--- src/rtl/pc_sequencer_pkg.sv ---
// Shared encodings for the PC sequencer: fetch place codes, sequential step codes and FSM states.
// Fetch and the control unit import the same package so the codes cannot drift apart.
package pc_sequencer_pkg;

    localparam logic [3:0] PLACE_SEQ     = 4'b0000;
    localparam logic [3:0] PLACE_ZERO    = 4'b0001;
    localparam logic [3:0] PLACE_TWO     = 4'b0010;
    localparam logic [3:0] PLACE_IVT_IDX = 4'b0101;
    localparam logic [3:0] PLACE_RET     = 4'b0110;
    localparam logic [3:0] PLACE_CALL    = 4'b0111;
    localparam logic [3:0] PLACE_MEM     = 4'b1000;

    localparam logic [1:0] SEL_HOLD = 2'b00;
    localparam logic [1:0] SEL_INC1 = 2'b01;
    localparam logic [1:0] SEL_INC2 = 2'b10;

    typedef enum logic [2:0] {
        ST_RST_VEC   = 3'd0,
        ST_RST_LOAD  = 3'd1,
        ST_RUN       = 3'd2,
        ST_INT_DRAIN = 3'd3,
        ST_INT_VEC   = 3'd4,
        ST_INT_LOAD  = 3'd5
    } pc_seq_state_t;

endpackage

--- src/rtl/pc_sequencer_int_pending_reg.sv ---
// Holds one outstanding interrupt request and its IVT index until the vector is loaded.
// A set in the same cycle as the clear wins, so a request arriving during the vector load is kept.
module int_pending_reg (
    input  logic       clk,
    input  logic       reset,
    input  logic       set,
    input  logic [2:0] set_index,
    input  logic       clear,
    output logic       pending,
    output logic [2:0] pending_index
);

    always_ff @(posedge clk or posedge reset) begin
        if (reset) begin
            pending       <= 1'b0;
            pending_index <= 3'd0;
        end else if (set) begin
            pending       <= 1'b1;
            pending_index <= set_index;
        end else if (clear) begin
            pending       <= 1'b0;
        end
    end

endmodule

--- src/rtl/pc_sequencer.sv ---
// Per-cycle PC-source arbiter for fetch, plus the multi-cycle boot and interrupt-entry sequences.
// Redirects in RUN are decoded combinationally so fetch latches them on the same edge.
module pc_sequencer
    import pc_sequencer_pkg::*;
#(
    parameter int         DRAIN_CYCLES = 3,
    parameter logic [3:0] IVT_PLACE    = 4'b0010
) (
    input  logic          clk,
    input  logic          reset,
    input  logic          stall,
    input  logic          two_word,
    input  logic          jump_req,
    input  logic          call_req,
    input  logic          ret_req,
    input  logic          int_req,
    input  logic [2:0]    int_index,
    output logic [3:0]    pc_place,
    output logic [1:0]    pc_select,
    output logic [2:0]    index,
    output logic          flush,
    output logic          int_save,
    output logic          int_ack,
    output logic          busy,
    output pc_seq_state_t state_dbg
);

    localparam int CW = (DRAIN_CYCLES > 1) ? $clog2(DRAIN_CYCLES) : 1;

    pc_seq_state_t state_q, state_d;
    logic [CW-1:0] cnt_q, cnt_d;
    logic          pend_q;
    logic [2:0]    pend_idx;
    logic          int_set;
    logic          int_clr;
    logic          take_int;

    // Requests are accepted only in RUN with nothing pending, or during the vector load itself.
    assign int_set = int_req && (((state_q == ST_RUN) && !pend_q) || (state_q == ST_INT_LOAD));
    assign int_clr = (state_q == ST_INT_LOAD);

    // A fresh request is taken in its own cycle when nothing else competes for the PC.
    assign take_int = (state_q == ST_RUN) && (pend_q || int_req) &&
                      !ret_req && !call_req && !jump_req && !stall;

    assign state_dbg = state_q;

    int_pending_reg u_pending (
        .clk           (clk),
        .reset         (reset),
        .set           (int_set),
        .set_index     (int_index),
        .clear         (int_clr),
        .pending       (pend_q),
        .pending_index (pend_idx)
    );

    always_ff @(posedge clk or posedge reset) begin
        if (reset) begin
            state_q <= ST_RST_VEC;
            cnt_q   <= '0;
        end else begin
            state_q <= state_d;
            cnt_q   <= cnt_d;
        end
    end

    always_comb begin
        state_d   = state_q;
        cnt_d     = cnt_q;
        pc_place  = PLACE_SEQ;
        pc_select = SEL_HOLD;
        index     = 3'd0;
        flush     = 1'b0;
        int_save  = 1'b0;
        int_ack   = 1'b0;
        busy      = 1'b0;

        case (state_q)
            ST_RST_VEC: begin
                pc_place = PLACE_ZERO;
                flush    = 1'b1;
                busy     = 1'b1;
                state_d  = ST_RST_LOAD;
            end
            ST_RST_LOAD: begin
                pc_place = PLACE_MEM;
                flush    = 1'b1;
                busy     = 1'b1;
                state_d  = ST_RUN;
            end
            ST_RUN: begin
                if (take_int) begin
                    int_save = 1'b1;
                    cnt_d    = CW'(DRAIN_CYCLES - 1);
                    state_d  = ST_INT_DRAIN;
                end else if (ret_req) begin
                    pc_place = PLACE_RET;
                    flush    = 1'b1;
                end else if (call_req) begin
                    pc_place = PLACE_CALL;
                    flush    = 1'b1;
                end else if (jump_req) begin
                    pc_place = PLACE_MEM;
                    flush    = 1'b1;
                end else if (stall) begin
                    pc_select = SEL_HOLD;
                end else if (two_word) begin
                    pc_select = SEL_INC2;
                end else begin
                    pc_select = SEL_INC1;
                end
            end
            ST_INT_DRAIN: begin
                flush = 1'b1;
                busy  = 1'b1;
                // Stalled cycles do not retire anything, so they do not count toward the drain.
                if (!stall) begin
                    if (cnt_q == '0) begin
                        state_d = ST_INT_VEC;
                    end else begin
                        cnt_d = cnt_q - 1'b1;
                    end
                end
            end
            ST_INT_VEC: begin
                pc_place = IVT_PLACE;
                flush    = 1'b1;
                busy     = 1'b1;
                state_d  = ST_INT_LOAD;
            end
            ST_INT_LOAD: begin
                pc_place = PLACE_IVT_IDX;
                index    = pend_idx;
                flush    = 1'b1;
                int_ack  = 1'b1;
                busy     = 1'b1;
                state_d  = ST_RUN;
            end
            default: begin
                state_d = ST_RST_VEC;
            end
        endcase
    end

endmodule
--- config.mk ---
export PLATFORM = sky130hd
export DESIGN_NAME = pc_sequencer
export DESIGN_NICKNAME = d
export VERILOG_FILES = /design/src/rtl/pc_sequencer_pkg.sv /design/src/rtl/pc_sequencer_int_pending_reg.sv /design/src/rtl/pc_sequencer.sv
export SDC_FILE = /design/constraint.sdc
export NUM_CORES = 1
export LEC_CHECK = 0
export ABC_AREA = 1
export BUFFER_PORTS_ARGS = -buffer_cell sky130_fd_sc_hd__buf_2
export CAP_MARGIN = 5
export CORE_MARGIN = 4
export CORE_UTILIZATION = 45
export DETAILED_ROUTE_END_ITERATION = 6
export GPL_TIMING_DRIVEN = 0
export PLACE_DENSITY = 0.76
export RECOVER_POWER = 100
export SYNTH_ARGS = -nofsm -noshare
export SYNTH_HDL_FRONTEND = slang
export SYNTH_SLANG_ARGS = --single-unit
--- constraint.sdc ---
create_clock -name clk -period 1.52 [get_ports clk]
set_input_delay 0.228 -clock clk [delete_from_list [all_inputs] [get_ports clk]]
set_output_delay 0.228 -clock clk [all_outputs]
set_load 0.02 [all_outputs]
# ---- After elaboration in Yosys (flattened, before gate mapping)
# Cells that the tools add are included.
# W data, S select, Z words.
dict set report word_totals {
  reg_bits 9
  out_inout_bits 16
  wordCells 68
}
dict set report classes {
  add_sub_neg 1
  n_eq_ne 9
  muxes 32
  reduce_logical 22
}
# operator count
set ops {}
lappend ops {{$mux W2} 10}
lappend ops {{$pmux W4 S5} 1}
lappend ops {{$mux W4} 4}
lappend ops {{$pmux W3 S5} 1}
lappend ops {{$mux W3} 4}
lappend ops {{$mux W1} 10}
lappend ops {{$ne A2 B2 Y1 const B} 4}
lappend ops {{$logic_and A1 B1 Y1} 7}
lappend ops {{$eq A3 B2 Y1 const B} 2}
lappend ops {{$eq A3 B3 Y1 const B} 2}
lappend ops {{$logic_not A1 Y1} 5}
lappend ops {{$reduce_or A5 Y1} 1}
lappend ops {{$pmux W2 S2} 1}
lappend ops {{$reduce_and A4 Y1} 1}
lappend ops {{$reduce_bool A2 Y1} 2}
lappend ops {{$eq A3 B1 Y1 const B} 1}
lappend ops {{$logic_not A3 Y1} 1}
lappend ops {{$reduce_and A3 Y1} 1}
lappend ops {{$logic_not A2 Y1} 1}
lappend ops {{$logic_or A1 B1 Y1} 2}
lappend ops {{$pmux W1 S2} 1}
lappend ops {{$reduce_or A2 Y1} 1}
lappend ops {{$sub A2 B1 Y2 const B} 1}

# ---- Longest topological paths before layout
dict set report depth {
  ltp_word 8
  ltp_mapped 7
  ltp_nobuf 7
}

# ---- Hierarchy
# From an unflattened synthesis, not the netlist that was laid out.
dict set report unflattened {
  cells_unflattened 95
  hier_area_um2 631.9
}
# mod n_inst cells_each area_each_um2
set modules_own_cells {}
lappend modules_own_cells {pc_sequencer 1 77 479.2}
lappend modules_own_cells {int_pending_reg 1 18 152.6}

# ---- Worst setup path before layout
# No wires, ideal clock.
dict set report synth_timing {
  kind {register -> output}
  startpoint {reg state_q[2], in the netlist state_dbg[2]}
  endpoint {out pc_place[3]}
  arrival_time_ns 1.354
  required_time_ns 1.292
  path_slack_ns -0.062
  stages_incl_launch_ff 4
  path_cell_list {dfrtp_1 inv_2 nand3_4 o32ai_1}
}
dict set report synth_between {
  elab_chain_cells 8
  word_cells_on_any_way 12
  classes_between {eq/ne: 4; mux: 2; reduce/logical: 6}
}
# item line
set synth_lines {}
lappend synth_lines {{start: declaration} pc_sequencer.sv:30} ;# pc_seq_state_t state_q, state_d;
lappend synth_lines {{start signal: assignment} pc_sequencer.sv:63} ;# state_q <= state_d;
lappend synth_lines {{$eq A3 B2 Y1} {pc_sequencer.sv:43, pc_sequencer.sv:79}}
lappend synth_lines {{$logic_and A1 B1 Y1 (2 in a row)} pc_sequencer.sv:43} ;# assign take_int = (state_q == ST_RUN) && (pend_q || int_req) &&
lappend synth_lines {{$logic_and A1 B1 Y1 (3 in a row)} pc_sequencer.sv:44} ;# !ret_req && !call_req && !jump_req && !stall;
lappend synth_lines {{$mux W4} pc_sequencer.sv:93} ;# if (take_int) begin
lappend synth_lines {{$pmux W4 S5 (*)} pc_sequencer.sv:79} ;# case (state_q)
lappend synth_lines {{end: declaration} pc_sequencer.sv:18} ;# output logic [3:0] pc_place,
# Mark *: on every way between the ends. The rest lies on a longest branch, timed or not.

# ---- Worst setup path after layout
dict set report layout_timing {
  startpoint {reg state_q[0], in the netlist state_dbg[0]}
  endpoint {out pc_select[1]}
}
dict set report layout_between {
  elab_chain_cells 8
}
# item line
set layout_lines {}
lappend layout_lines {{$eq A3 B2 Y1 (*)} {pc_sequencer.sv:43, pc_sequencer.sv:79}}
lappend layout_lines {{$logic_and A1 B1 Y1 (2 in a row)} pc_sequencer.sv:43}
lappend layout_lines {{$logic_and A1 B1 Y1 (3 in a row)} pc_sequencer.sv:44}
lappend layout_lines {{$mux W2} pc_sequencer.sv:93}
lappend layout_lines {{$mux W2 (*)} pc_sequencer.sv:79}
lappend layout_lines {{end: declaration} pc_sequencer.sv:19} ;# output logic [1:0] pc_select,
# Marks and branches as above.

==> flow_summary.json <==
{
  "track_usage_pct": 19.82,
  "fillCellCount": 101,
  "holdWs_ps": 194.5,
  "skew_ps": 1.144,
  "io_buffers": 26,
  "post-synth-top-count-cell": "nand2_1",
  "netlist-cell-type-count": 21,
  "synth_xor_area_share_pct": 0,
  "async_flop_share_pct": 100.0,
  "clkSlewWorstSetupHoldPaths_ps": 60,
  "drive_gt1_share_pct": 48.48,
  "fin_tns_setup_ps": -156.4,
  "path_depth": 6,
  "cp_cell_sequence": "inv_2 -> nand3_4 -> a21oi_4 -> nand4_1 -> inv_1 -> buf_6",
  "vias": 779,
  "drt-total-wl_mm": 1.972,
  "ant_nets": 0,
  "synth_common_cells": "nand2_1, inv_1, nor2_1, dfrtp_1, nand3_1",
  "period_minus_slack_ps": 1587,
  "viasPerCell": 5.299,
  "cp_slowest_stage_delay_ps": 400,
  "stdcell_count": 147,
  "violations": "negative setup slack",
  "n_antenna_cell": 0,
  "drt_iter0_markers": 19,
  "synth_area_per_cell_sq_um": 7.136,
  "synth_edf_count": 0,
  "gp_congestion": 0.7667,
  "slowest_stage": "dfrtp_1",
  "hp-start": "int_index[1]",
  "cts_tree": "yes",
  "r2r_slack_ps": 210,
  "cp-end-kind": "output port",
  "die_y_um": 45.99,
  "antenna_found_initial": 0,
  "rr_worst_depth": 7,
  "hold_violations": 0,
  "synth-main-ff-cell": "dfrtp_1",
  "cp.arrival_ps": 1360,
  "synth_area_leaders": "dfrtp_1, nand2_1, inv_1",
  "grt_max_degree": 10,
  "r2r_start": "state_dbg[0]",
  "firstDrtPassIters": 4,
  "r2r-end": "u_pending.pending_index[2]",
  "fmax_mhz": 630.3,
  "placed_area_sq_um": 805.8,
  "crit_family": "flip-flops",
  "yosys_warnings": 0,
  "max_cap_violations": 0,
  "status": "finished, violations left",
  "p_leak_nw": 0.5667,
  "htree_levels": 1,
  "slew_viol_final": 0,
  "grt_overflow": 0,
  "hold_class": "in2reg",
  "fin_nets": 145,
  "cts_root_buf": "clkbuf_4",
  "drc": 0,
  "fin_ws_ps": -66.61,
  "startpoint_type": "register",
  "dpl.cell_count": 132,
  "seq_area_frac_synth_pct": 34.68,
  "cts.path.max_buffers": 2,
  "start_util_pct": 48.69,
  "power_density_mw_per_mm2": 2097,
  "rsz0062_at_grt": "yes",
  "synth_top_cell_by_area": "dfrtp_1",
  "crit_path_max_fanout": 6,
  "boundaryPins": 27,
  "grt_pass1_vias": 730,
  "synth_cells": 91,
  "syn-num-nets": 103,
  "numCtsBuffers": 3,
  "clock-sinks": 9,
  "synth-compound-area-share_pct": 12.91,
  "synthAdderAreaFrac_pct": 1.927,
  "tightestPinTransition_ps": 360.5,
  "clk_latency_ps": 260,
  "min_to": "u_pending.pending_index[1]",
  "synth_top_family_by_area": "simple AND/OR/NAND/NOR gates",
  "min_path_cells": 3,
  "syn_area_sq_um": 649.4,
  "peakVddDrop_v": 0.0009868,
  "final_cell_area_sq_mm": 0.001002,
  "crit_required_ps": 1290,
  "ys_ff_latch": 9,
  "synth_top_area_share_pct": 34.68,
  "dieWidth_um": 45.99,
  "wl_per_cell_um": 13.41,
  "critPathBufInv": 3,
  "post-route-period-util_pct": 104.4,
  "slew_headroom_pct": 75.94,
  "die_area_sq_mm": 0.002115,
  "grt_pass1_wl_mm": 2.946,
  "finalSetupViolations": 4,
  "area_growth_pct": 54.34,
  "coreArea_sq_mm": 0.001334,
  "muxShareOfSynthArea_pct": 0,
  "critPathKind": "reg2out",
  "hpwl_mm": 1.205,
  "synth_simple_gate_area_share_pct": 39.50,
  "placementRows": 13
}
[worst reg2reg max path, cell delays in order (launching register included)]
cell,delay [ps]
dfrtp_1,400
inv_2,110
nand3_4,130
buf_4,190
o21ai_4,160
nand2_2,100
nand2_1,70
nand2_1,50
[per-layer routing]
metal	global-route usage, %	vias up	routed length, um
li1	-	374	-
met1	21.07	365	777
met2	36.26	33	1012
met3	2.767	7	121
met4	11.36	0	61
met5	0	-	0
[placed cells by master, fill, tap and decap left out]
cell           netlist  layout
dfrtp_1              9       7
o21bai_1             1       1
clkbuf_4             0       3
inv_2                4       3
nand2_1             23      19
nor2_2               1       2
buf_2                0      16
a21oi_4              0       1
inv_4                0       1
o21ai_2              1       2
buf_4                0      14
buf_6                0       4
o32ai_2              0       1
a31oi_1              1       1
inv_1               15      15
a21oi_1              3       2
dfrtp_2              0       2
nand3_1              6       4
nand4_1              4       4
dlygate4sd3_1        0       1
clkbuf_1             0       3
nand2_2              3       5
nand3_4              1       1
ha_1                 1       1
o21ai_4              2       2
nor3_2               1       1
nor2_1              10       9
nor3_1               1       1
nand2_4              0       2
nand3_2              2       4
[layout make-up]
class	count	area, sq um	share of cell area (%)
sequential	9	227.7	22.72
multi-input combinational	63	407.9	40.70
tap	15	18.77	1.873
inverter	19	73.82	7.366
clock buffer	4	26.28	2.622
timing repair buffer	37	247.7	24.72
[stage by stage]
stage	power [mW]	util [%]	setup slack [ps]
floorplan	1.250	-	1.963
global placement	1.500	60.41	69.24
detailed placement	1.526	60.41	50.36
CTS	1.941	70.73	-4.680
global route	2.278	75.14	-130.3
finish	2.102	75.14	-66.61
[cell families after synthesis]
logic type	Yosys count
flip-flops	9
buffers and inverters	19
AND/OR/NAND/NOR	52
AO/OA/AOI/OAI	10
adder cells (fa/ha/maj)	1
[timing repair]
| item | CTS | global route |
|---|---|---|
| pin swaps | 1 | 0 |
| endpoints found under the setup margin | 12 | 12 |
| endpoints found under the hold margin | 9 | 0 |
| resized for setup | 13 | 15 |
| buffers inserted | 9 | 1 |
| hold buffers | 1 | 0 |
[registers in the layout, indices dropped and copies added, names as in the netlist]
| register | flops |
|---|---|
| state_dbg | 3 |
| u_pending.pending | 1 |
| u_pending.pending_index | 3 |
| cnt_q | 2 |
[where the power goes]
group / internal [mW] / switching [mW]
Combinational: 0.617 / 0.852
Clock: 0.101 / 0.0826
Sequential: 0.354 / 0.0950
Total: 1.07 / 1.03
[worst max-delay path by stage]
stage | from | endpoint | slack [ps]
after floorplan | state_dbg[1] | int_save | 2
after global placement | state_dbg[2] | pc_select[1] | 70
after detailed placement | state_dbg[2] | pc_select[1] | 50
after CTS | state_dbg[0] | pc_select[1] | -5
after global routing | state_dbg[0] | pc_select[1] | -130
final | state_dbg[0] | pc_select[1] | -70
Note: power is estimated with default switching activity, not from simulation.
